[src/rtl/b8b10_pkg.sv]
// Shared 8b/10b definitions: code tables, K/comma constants, RD and sync-state types.
// Used by both the b8b10 encoder and the b10b8 decoder.
package b8b10_pkg;

    typedef enum logic {
        RD_NEG = 1'b0,
        RD_POS = 1'b1
    } rd_t;

    typedef enum logic [1:0] {
        ST_LOS = 2'd0,
        ST_CD  = 2'd1,
        ST_ACQ = 2'd2
    } sync_state_t;

    localparam logic [9:0] K28_5_RDN = 10'b0011111010;
    localparam logic [9:0] K28_5_RDP = 10'b1100000101;

    // abcdeif of K28.1/.5/.7; no other valid group carries these seven bits
    localparam logic [6:0] COMMA_RDN = K28_5_RDN[9:3];
    localparam logic [6:0] COMMA_RDP = K28_5_RDP[9:3];

    localparam logic [5:0] K28_6B_RDN = K28_5_RDN[9:4];
    localparam logic [5:0] K28_6B_RDP = K28_5_RDP[9:4];

    localparam logic [3:0] A7_RDN = 4'b0111;
    localparam logic [3:0] A7_RDP = 4'b1000;

    // 5b/6b (abcdei), indexed by EDCBA
    localparam logic [5:0] ENC6_RDN [0:31] = '{
        6'b100111, 6'b011101, 6'b101101, 6'b110001, 6'b110101, 6'b101001, 6'b011001, 6'b111000,
        6'b111001, 6'b100101, 6'b010101, 6'b110100, 6'b001101, 6'b101100, 6'b011100, 6'b010111,
        6'b011011, 6'b100011, 6'b010011, 6'b110010, 6'b001011, 6'b101010, 6'b011010, 6'b111010,
        6'b110011, 6'b100110, 6'b010110, 6'b110110, 6'b001110, 6'b101110, 6'b011110, 6'b101011
    };
    localparam logic [5:0] ENC6_RDP [0:31] = '{
        6'b011000, 6'b100010, 6'b010010, 6'b110001, 6'b001010, 6'b101001, 6'b011001, 6'b000111,
        6'b000110, 6'b100101, 6'b010101, 6'b110100, 6'b001101, 6'b101100, 6'b011100, 6'b101000,
        6'b100100, 6'b100011, 6'b010011, 6'b110010, 6'b001011, 6'b101010, 6'b011010, 6'b000101,
        6'b001100, 6'b100110, 6'b010110, 6'b001001, 6'b001110, 6'b010001, 6'b100001, 6'b010100
    };

    // 3b/4b (fghj), indexed by HGF; entry 7 is the primary D.x.P7 form
    localparam logic [3:0] ENC4_RDN [0:7] = '{
        4'b1011, 4'b1001, 4'b0101, 4'b1100, 4'b1101, 4'b1010, 4'b0110, 4'b1110
    };
    localparam logic [3:0] ENC4_RDP [0:7] = '{
        4'b0100, 4'b1001, 4'b0101, 4'b0011, 4'b0010, 4'b1010, 4'b0110, 4'b0001
    };

    typedef struct packed {
        logic       valid;
        logic [4:0] val;
    } dec6_t;

    typedef struct packed {
        logic       valid;
        logic       alt7;
        logic [2:0] val;
    } dec4_t;

    function automatic dec6_t decode_6b(input logic [5:0] code);
        dec6_t r;
        r.valid = 1'b0;
        r.val   = 5'd0;
        if (code == K28_6B_RDN || code == K28_6B_RDP) begin
            r.valid = 1'b1;
            r.val   = 5'd28;
        end
        for (int i = 0; i < 32; i++) begin
            if (code == ENC6_RDN[i] || code == ENC6_RDP[i]) begin
                r.valid = 1'b1;
                r.val   = 5'(i);
            end
        end
        return r;
    endfunction

    function automatic dec4_t decode_4b(input logic [3:0] code);
        dec4_t r;
        r.valid = 1'b0;
        r.alt7  = 1'b0;
        r.val   = 3'd0;
        for (int i = 0; i < 8; i++) begin
            if (code == ENC4_RDN[i] || code == ENC4_RDP[i]) begin
                r.valid = 1'b1;
                r.val   = 3'(i);
            end
        end
        if (code == A7_RDN || code == A7_RDP) begin
            r.valid = 1'b1;
            r.alt7  = 1'b1;
            r.val   = 3'd7;
        end
        return r;
    endfunction

    function automatic logic [2:0] ones6(input logic [5:0] v);
        logic [2:0] n;
        n = 3'd0;
        for (int i = 0; i < 6; i++) begin
            n = n + {2'b00, v[i]};
        end
        return n;
    endfunction

    function automatic logic [2:0] ones4(input logic [3:0] v);
        logic [2:0] n;
        n = 3'd0;
        for (int i = 0; i < 4; i++) begin
            n = n + {2'b00, v[i]};
        end
        return n;
    endfunction

endpackage

[src/rtl/b10b8_sync_fsm.sv]
// Comma-driven word-sync state machine with the bad-group and good-run counters.
// sync is decoded from the state register, so it lines up with the decoder's registered flags.
module b10b8_sync_fsm
    import b8b10_pkg::*;
#(
    parameter int SYNC_COMMAS = 3,
    parameter int LOSS_ERRS   = 4,
    parameter int GOOD_RUN    = 4
) (
    input  logic clk,
    input  logic rst,
    input  logic valid,
    input  logic comma,
    input  logic err,
    output logic sync
);

    localparam int CD_W = $clog2(SYNC_COMMAS + 1);
    localparam int BC_W = $clog2(LOSS_ERRS + 1);
    localparam int GC_W = $clog2(GOOD_RUN + 1);

    localparam logic [CD_W-1:0] CD_LAST = CD_W'(SYNC_COMMAS - 1);
    localparam logic [BC_W-1:0] BC_LAST = BC_W'(LOSS_ERRS - 1);
    localparam logic [GC_W-1:0] GC_LAST = GC_W'(GOOD_RUN - 1);

    sync_state_t     state_reg, state_next;
    logic [CD_W-1:0] cd_reg, cd_next;
    logic [BC_W-1:0] bc_reg, bc_next;
    logic [GC_W-1:0] gc_reg, gc_next;

    always_ff @(posedge clk or negedge rst) begin
        if (!rst) begin
            state_reg <= ST_LOS;
            cd_reg    <= '0;
            bc_reg    <= '0;
            gc_reg    <= '0;
        end else begin
            state_reg <= state_next;
            cd_reg    <= cd_next;
            bc_reg    <= bc_next;
            gc_reg    <= gc_next;
        end
    end

    always_comb begin
        state_next = state_reg;
        cd_next    = cd_reg;
        bc_next    = bc_reg;
        gc_next    = gc_reg;
        if (valid) begin
            case (state_reg)
                ST_LOS: begin
                    if (comma && !err) begin
                        if (SYNC_COMMAS <= 1) begin
                            state_next = ST_ACQ;
                            bc_next    = '0;
                            gc_next    = '0;
                        end else begin
                            state_next = ST_CD;
                            cd_next    = CD_W'(1);
                        end
                    end
                end
                ST_CD: begin
                    if (err) begin
                        state_next = ST_LOS;
                    end else if (comma) begin
                        if (cd_reg == CD_LAST) begin
                            state_next = ST_ACQ;
                            bc_next    = '0;
                            gc_next    = '0;
                        end else begin
                            cd_next = cd_reg + 1'b1;
                        end
                    end
                end
                ST_ACQ: begin
                    // An error breaks any good run in progress
                    if (err) begin
                        gc_next = '0;
                        if (bc_reg == BC_LAST) begin
                            state_next = ST_LOS;
                            bc_next    = '0;
                        end else begin
                            bc_next = bc_reg + 1'b1;
                        end
                    end else if (gc_reg == GC_LAST) begin
                        gc_next = '0;
                        if (bc_reg != '0) begin
                            bc_next = bc_reg - 1'b1;
                        end
                    end else begin
                        gc_next = gc_reg + 1'b1;
                    end
                end
                default: begin
                    state_next = ST_LOS;
                end
            endcase
        end
    end

    assign sync = (state_reg == ST_ACQ);

endmodule

[src/rtl/b10b8_decoder.sv]
// Receive-side 8b/10b decoder: table lookup, per-sub-block RD check, comma detect, word sync.
// Optional B10B8_ERR_CNT_EN adds a saturating err_cnt output.
module b10b8_decoder
    import b8b10_pkg::*;
#(
    parameter int SYNC_COMMAS = 3,
    parameter int LOSS_ERRS   = 4,
`ifdef B10B8_ERR_CNT_EN
    parameter int CNT_W       = 16,
`endif
    parameter int GOOD_RUN    = 4
) (
    input  logic       clk,
    input  logic       rst,
    input  logic       in_valid,
    input  logic [9:0] in_code,
    output logic       out_valid,
    output logic [7:0] out_data,
    output logic       out_k,
    output logic       code_err,
    output logic       disp_err,
    output logic       rd_out,
    output logic       comma,
    output logic       sync
`ifdef B10B8_ERR_CNT_EN
    ,
    output logic [CNT_W-1:0] err_cnt
`endif
);

    logic [5:0] code6;
    logic [3:0] code4;
    logic [3:0] code4_adj;
    dec6_t      d6;
    dec4_t      d4;
    logic [2:0] n6;
    logic [2:0] n4;
    logic       is_k28;
    logic       k_alt;
    logic       cerr_next;
    logic       derr6;
    logic       derr4;
    logic       derr_next;
    logic       k_next;
    logic       comma_next;
    logic       err_next;
    logic [7:0] data_next;
    rd_t        rd_reg, rd_mid, rd_next;

    logic       valid_reg;
    logic [7:0] data_reg;
    logic       k_reg;
    logic       cerr_reg;
    logic       derr_reg;
    logic       comma_reg;

    assign code6  = in_code[9:4];
    assign code4  = in_code[3:0];
    assign is_k28 = (code6 == K28_6B_RDN) || (code6 == K28_6B_RDP);

    // After 110000 the K28 4b codes are the complements of the data forms
    assign code4_adj = (code6 == K28_6B_RDP) ? ~code4 : code4;

    assign d6 = decode_6b(code6);
    assign d4 = decode_4b(code4_adj);

    assign k_alt = d6.valid && ((d6.val == 5'd23) || (d6.val == 5'd27) ||
                                (d6.val == 5'd29) || (d6.val == 5'd30));

    assign cerr_next  = !(d6.valid && d4.valid);
    assign k_next     = !cerr_next && (is_k28 || (k_alt && d4.alt7));
    assign data_next  = cerr_next ? 8'h00 : {d4.val, d6.val};
    assign comma_next = (in_code[9:3] == COMMA_RDN) || (in_code[9:3] == COMMA_RDP);

    always_comb begin
        n6      = ones6(code6);
        n4      = ones4(code4);
        derr6   = 1'b0;
        derr4   = 1'b0;
        rd_mid  = rd_reg;
        rd_next = rd_reg;

        if (code6 == 6'b000111) begin
            rd_mid = RD_POS;
        end else if (code6 == 6'b111000) begin
            rd_mid = RD_NEG;
        end else if (n6 > 3'd3) begin
            derr6  = (rd_reg == RD_POS);
            rd_mid = rd_t'(~rd_reg);
        end else if (n6 < 3'd3) begin
            derr6  = (rd_reg == RD_NEG);
            rd_mid = rd_t'(~rd_reg);
        end

        rd_next = rd_mid;
        if (code4 == 4'b0011) begin
            rd_next = RD_POS;
        end else if (code4 == 4'b1100) begin
            rd_next = RD_NEG;
        end else if (n4 > 3'd2) begin
            derr4   = (rd_mid == RD_POS);
            rd_next = rd_t'(~rd_mid);
        end else if (n4 < 3'd2) begin
            derr4   = (rd_mid == RD_NEG);
            rd_next = rd_t'(~rd_mid);
        end
    end

    assign derr_next = derr6 | derr4;
    assign err_next  = cerr_next | derr_next;

    always_ff @(posedge clk or negedge rst) begin
        if (!rst) begin
            valid_reg <= 1'b0;
            data_reg  <= 8'h00;
            k_reg     <= 1'b0;
            cerr_reg  <= 1'b0;
            derr_reg  <= 1'b0;
            comma_reg <= 1'b0;
            rd_reg    <= RD_NEG;
        end else begin
            valid_reg <= in_valid;
            if (in_valid) begin
                data_reg  <= data_next;
                k_reg     <= k_next;
                cerr_reg  <= cerr_next;
                derr_reg  <= derr_next;
                comma_reg <= comma_next;
                rd_reg    <= rd_next;
            end
        end
    end

    b10b8_sync_fsm #(
        .SYNC_COMMAS (SYNC_COMMAS),
        .LOSS_ERRS   (LOSS_ERRS),
        .GOOD_RUN    (GOOD_RUN)
    ) u_sync_fsm (
        .clk   (clk),
        .rst   (rst),
        .valid (in_valid),
        .comma (comma_next),
        .err   (err_next),
        .sync  (sync)
    );

`ifdef B10B8_ERR_CNT_EN
    logic [CNT_W-1:0] err_cnt_reg;

    always_ff @(posedge clk or negedge rst) begin
        if (!rst) begin
            err_cnt_reg <= '0;
        end else if (in_valid && err_next && (err_cnt_reg != '1)) begin
            err_cnt_reg <= err_cnt_reg + 1'b1;
        end
    end

    assign err_cnt = err_cnt_reg;
`endif

    assign out_valid = valid_reg;
    assign out_data  = data_reg;
    assign out_k     = k_reg;
    assign code_err  = cerr_reg;
    assign disp_err  = derr_reg;
    assign rd_out    = rd_reg;
    assign comma     = comma_reg;

endmodule

[config.mk]
export PLATFORM = sky130hd
export DESIGN_NAME = b10b8_decoder
export DESIGN_NICKNAME = d
export VERILOG_FILES = /design/src/rtl/b8b10_pkg.sv /design/src/rtl/b10b8_sync_fsm.sv /design/src/rtl/b10b8_decoder.sv
export SDC_FILE = /design/constraint.sdc
export NUM_CORES = 1
export LEC_CHECK = 0
export ABC_AREA = 1
export BUFFER_PORTS_ARGS = -buffer_cell sky130_fd_sc_hd__clkbuf_2
export CORE_MARGIN = 1
export CORE_UTILIZATION = 65
export DETAILED_ROUTE_END_ITERATION = 8
export GPL_ROUTABILITY_DRIVEN = 1
export PLACE_DENSITY = 0.92
export SYNTH_ARGS = -nofsm -noshare
export SYNTH_HDL_FRONTEND = slang
export SYNTH_SLANG_ARGS = --single-unit
[constraint.sdc]
create_clock -name clk -period 5.05 [get_ports clk]
set_input_delay 0.7575 -clock clk [delete_from_list [all_inputs] [get_ports clk]]
set_output_delay 0.7575 -clock clk [all_outputs]
set_load 0.01 [all_outputs]
==> PnR_summary.wiki <==
{| class="wikitable"
! Metric !! Value
|-
| Via count of the first global-routing pass || 2621
|-
| Routed vias || 2673
|-
| Routed Antenna Nets || 0
|-
| Maximum clock skew at final layout || 0.00561 ns
|-
| Area used by sequential logic in the layout || 601 um2
|-
| Cell at the root of the clock tree || clkbuf_8
|-
| IO buf count || 27
|-
| Top cell type's share of synthesized area || 22.4%
|-
| Number of violations of the max-capacitance limit || 0
|-
| Number of buffers between clock root and the deepest sink || 2
|-
| Min-delay worst type || in2async
|-
| I/O pins || 28
|-
| DP Cell Count || 471
|-
| Later-pin clock latency in the skew report || 0.27 ns
|-
| Tightest Pin Transition || 0.611 ns
|-
| Worst rel slew slack || 59.3%
|-
| Final hold viol count || 0
|-
| Placement Rows || 22
|-
| Initial standard-cell utilization of the core || 70.5%
|-
| Type of the worst setup path || in2reg
|-
| Maximum vdd drop || 254 uV
|-
| Via/cell ratio || 5.64
|-
| Ratio of final minimum period to clock period || 88.8%
|-
| Area of the die || 4380 um2
|-
| Area occupied by multi-input gates || 1750 um2
|-
| RD Place Congestion || 0.949
|-
| Antenna violations before repair || 0
|-
| CP startpoint kind || input port
|-
| Die outline height || 66.2 um
|-
| FF+latch count, synth || 24
|-
| Net count of the finished layout || 462
|-
| TritonCTS clock tree || yes
|-
| Placeable Area || 3800 um2
|-
| Detailed placement HPWL || 5170 um
|-
| Share of flip-flops with an asynchronous set or reset || 100%
|-
| Synthesized area || 2680 um2
|-
| Crit path capture type || register
|-
| Warnings from Yosys || 0
|-
| Unrepaired setup endpoints after global routing || no
|-
| Wire per inst || 13.6 um
|-
| Clock slew seen by the registers of the worst setup and hold paths || 0.09 ns
|-
| Post-synth EDFFs || 0
|-
| # hold bufs at CTS || 0
|-
| Most area-hungry cell type in the Yosys netlist || dfrtp_1
|-
| Number of buffers inserted during clock tree synthesis || 3
|-
| Top cells by area, synth || dfrtp_1 (22%), nand2_1 (11%), inv_1 (11%)
|-
| Share of post-route cells with drive strength above 1 || 15.7%
|-
| Cell count after synthesis || 399
|-
| DRC violation total after the first TritonRoute iteration || 301
|-
| Number of max-slew violations in the final report || 0
|-
| WP data arrival || 4.65 ns
|-
| Count of H-tree levels built during CTS || 1
|-
| Number of optimization iterations in the first detailed-route pass || 5
|-
| Layout overhead on the synthesized area || 8.32%
|-
| Syn_area_per_cell || 6.71 um2
|-
| Post-route DRC violation count || 0
|-
| Horiz. Die Dim || 66.2 um
|-
| Sequential share of the synthesized area || 22.4%
|-
| Mapped Nets || 433
|-
| Number of standard cells in the layout, taps in and fillers out || 474
|-
| Areal power density over the cells || 236 nW/um2
|-
| Number of distinct standard cells referenced by the synthesized netlist || 47
|-
| Prevailing post-synth register cell || dfrtp_1
|-
| Largest net degree at the start of global routing || 25
|-
| Leak Pwr || 1.56 nW
|-
| Final-layout fill cell count || 283
|-
| Post-Route WL || 6450 um
|-
| GRT Resource Usage Total || 32.1%
|-
| Final Critical Period || 4.48 ns
|-
| Sum of negative setup slack || 0 ns
|-
| Post-synth top cells || nand2_1 (80), inv_1 (76), nor2_1 (60)
|-
| Wire length of the first global-routing pass || 11000 um
|-
| Leading cell type by number of instances after synthesis || nand2_1
|-
| Worst Path Required || 5.22 ns
|-
| Number of instances resized during post-cts repair || 0
|-
| Global-route congestion overflow total || 0
|-
| Highest fanout seen on the critical path || 7
|-
| Antenna diode count || 0
|-
| Largest register FFs || 8
|-
| Post-CTS setup buffers || 0
|-
| Total setup violations reported at the end of the flow || 0
|-
| F_max || 223 MHz
|-
| Outcome || completed
|-
| Count of clock tree sinks || 24
|}
-- placed cells by master, fill, tap and decap left out, types with 2 or more instances in the layout --
cell type | Yosys | routed
fa_1 | 4 | 4
inv_1 | 76 | 76
o21bai_1 | 2 | 2
nand4_1 | 10 | 10
a31oi_1 | 2 | 2
o21a_1 | 2 | 2
o21ai_0 | 22 | 22
xor2_4 | 3 | 3
nor2_1 | 60 | 60
nand3_1 | 15 | 15
nor2_4 | 3 | 3
nor2_2 | 4 | 4
nand2_4 | 4 | 4
clkbuf_8 | 0 | 3
inv_2 | 6 | 6
a21oi_1 | 14 | 14
ha_1 | 17 | 17
a21oi_2 | 2 | 2
clkbuf_2 | 0 | 27
nand2_2 | 6 | 6
nand2_1 | 80 | 80
o22ai_1 | 11 | 11
nor3_1 | 6 | 6
dfrtp_1 | 24 | 24
-- area by class of cell --
class	count	share of cell area [%]
multi-input combinational	289	60.3
sequential	24	20.7
inverter	83	10.8
timing repair buffer	27	4.66
tap	48	2.07
clock buffer	3	1.42
-- layer usage --
layer | vias to the layer above | GRT usage [%] | share of wire [%]
li1 | 1322 | - | -
met1 | 1232 | 39.3 | 43
met2 | 103 | 58.2 | 49
met3 | 16 | 4.83 | 5.9
met4 | 0 | 8.51 | 1.6
met5 | - | 0 | 0
-- stage by stage --
stage	area [um2]	utilization (%)	power, mW	hold slack (ns)	setup slack (ns)
after floorplan	2680	-	0.482	0.451	0.733
after global placement	2860	75.3	0.552	0.465	0.456
after detailed placement	2860	75.3	0.567	0.468	0.276
after CTS	2900	76.4	0.679	0.489	0.559
after global routing	2900	76.4	0.732	0.507	0.309
final	2900	76.4	0.684	0.478	0.566
-- cells by family (layout without fill, tap and decap cells) --
logic type                 after synthesis  in the layout  synth area share (%)
and+or+nand+nor                        196            196                  34.5
buffers and inverters                   86            113                  12.2
AOI/OAI and AO/OA                       66             66                  15.5
DFF                                     24             24                  22.4
adders and majority gates               21             21                  10.9
xor gates and xnor gates                 6              6                  4.35
-- critical path, cell delays in order --
cell	delay, ns
clkbuf_2	0.13
fa_1	0.54
inv_1	0.05
fa_1	0.44
inv_1	0.08
ha_1	0.14
inv_1	0.05
fa_1	0.47
inv_1	0.04
a21oi_1	0.12
ha_1	0.24
o21bai_1	0.12
a21oi_1	0.10
ha_1	0.20
o21a_1	0.21
a31oi_4	0.31
nand4_2	0.22
a21oi_2	0.22
nor2_4	0.08
nand3_1	0.07
nand2_1	0.05
-- power breakdown --
part | leakage, nW | internal, mW | switching [mW]
combinational | 1.22 | 0.114 | 0.208
sequential | 0.316 | 0.223 | 0.0244
clock | 0.0216 | 0.0535 | 0.0619
total | 1.56 | 0.390 | 0.294
-- worst paths after layout --
check | startpoint | endpoint | slack [ns] | cells after the start
worst max-delay path | in_code[4] | u_sync_fsm.bc_reg[1] | 0.57 | 21
worst min-delay path | rst | out_k | 0.48 | 1
worst max register to register | rd_out | u_sync_fsm.bc_reg[1] | 2.60 | 12
worst min register to register | out_data[0] | out_data[0] | 0.49 | 2
max in group asynchronous | rst | out_data[5] | 4.17 | 1
min in group clk | out_data[0] | out_data[0] | 0.49 | 2
No activity file was read; power rests on OpenSTA's default activity.
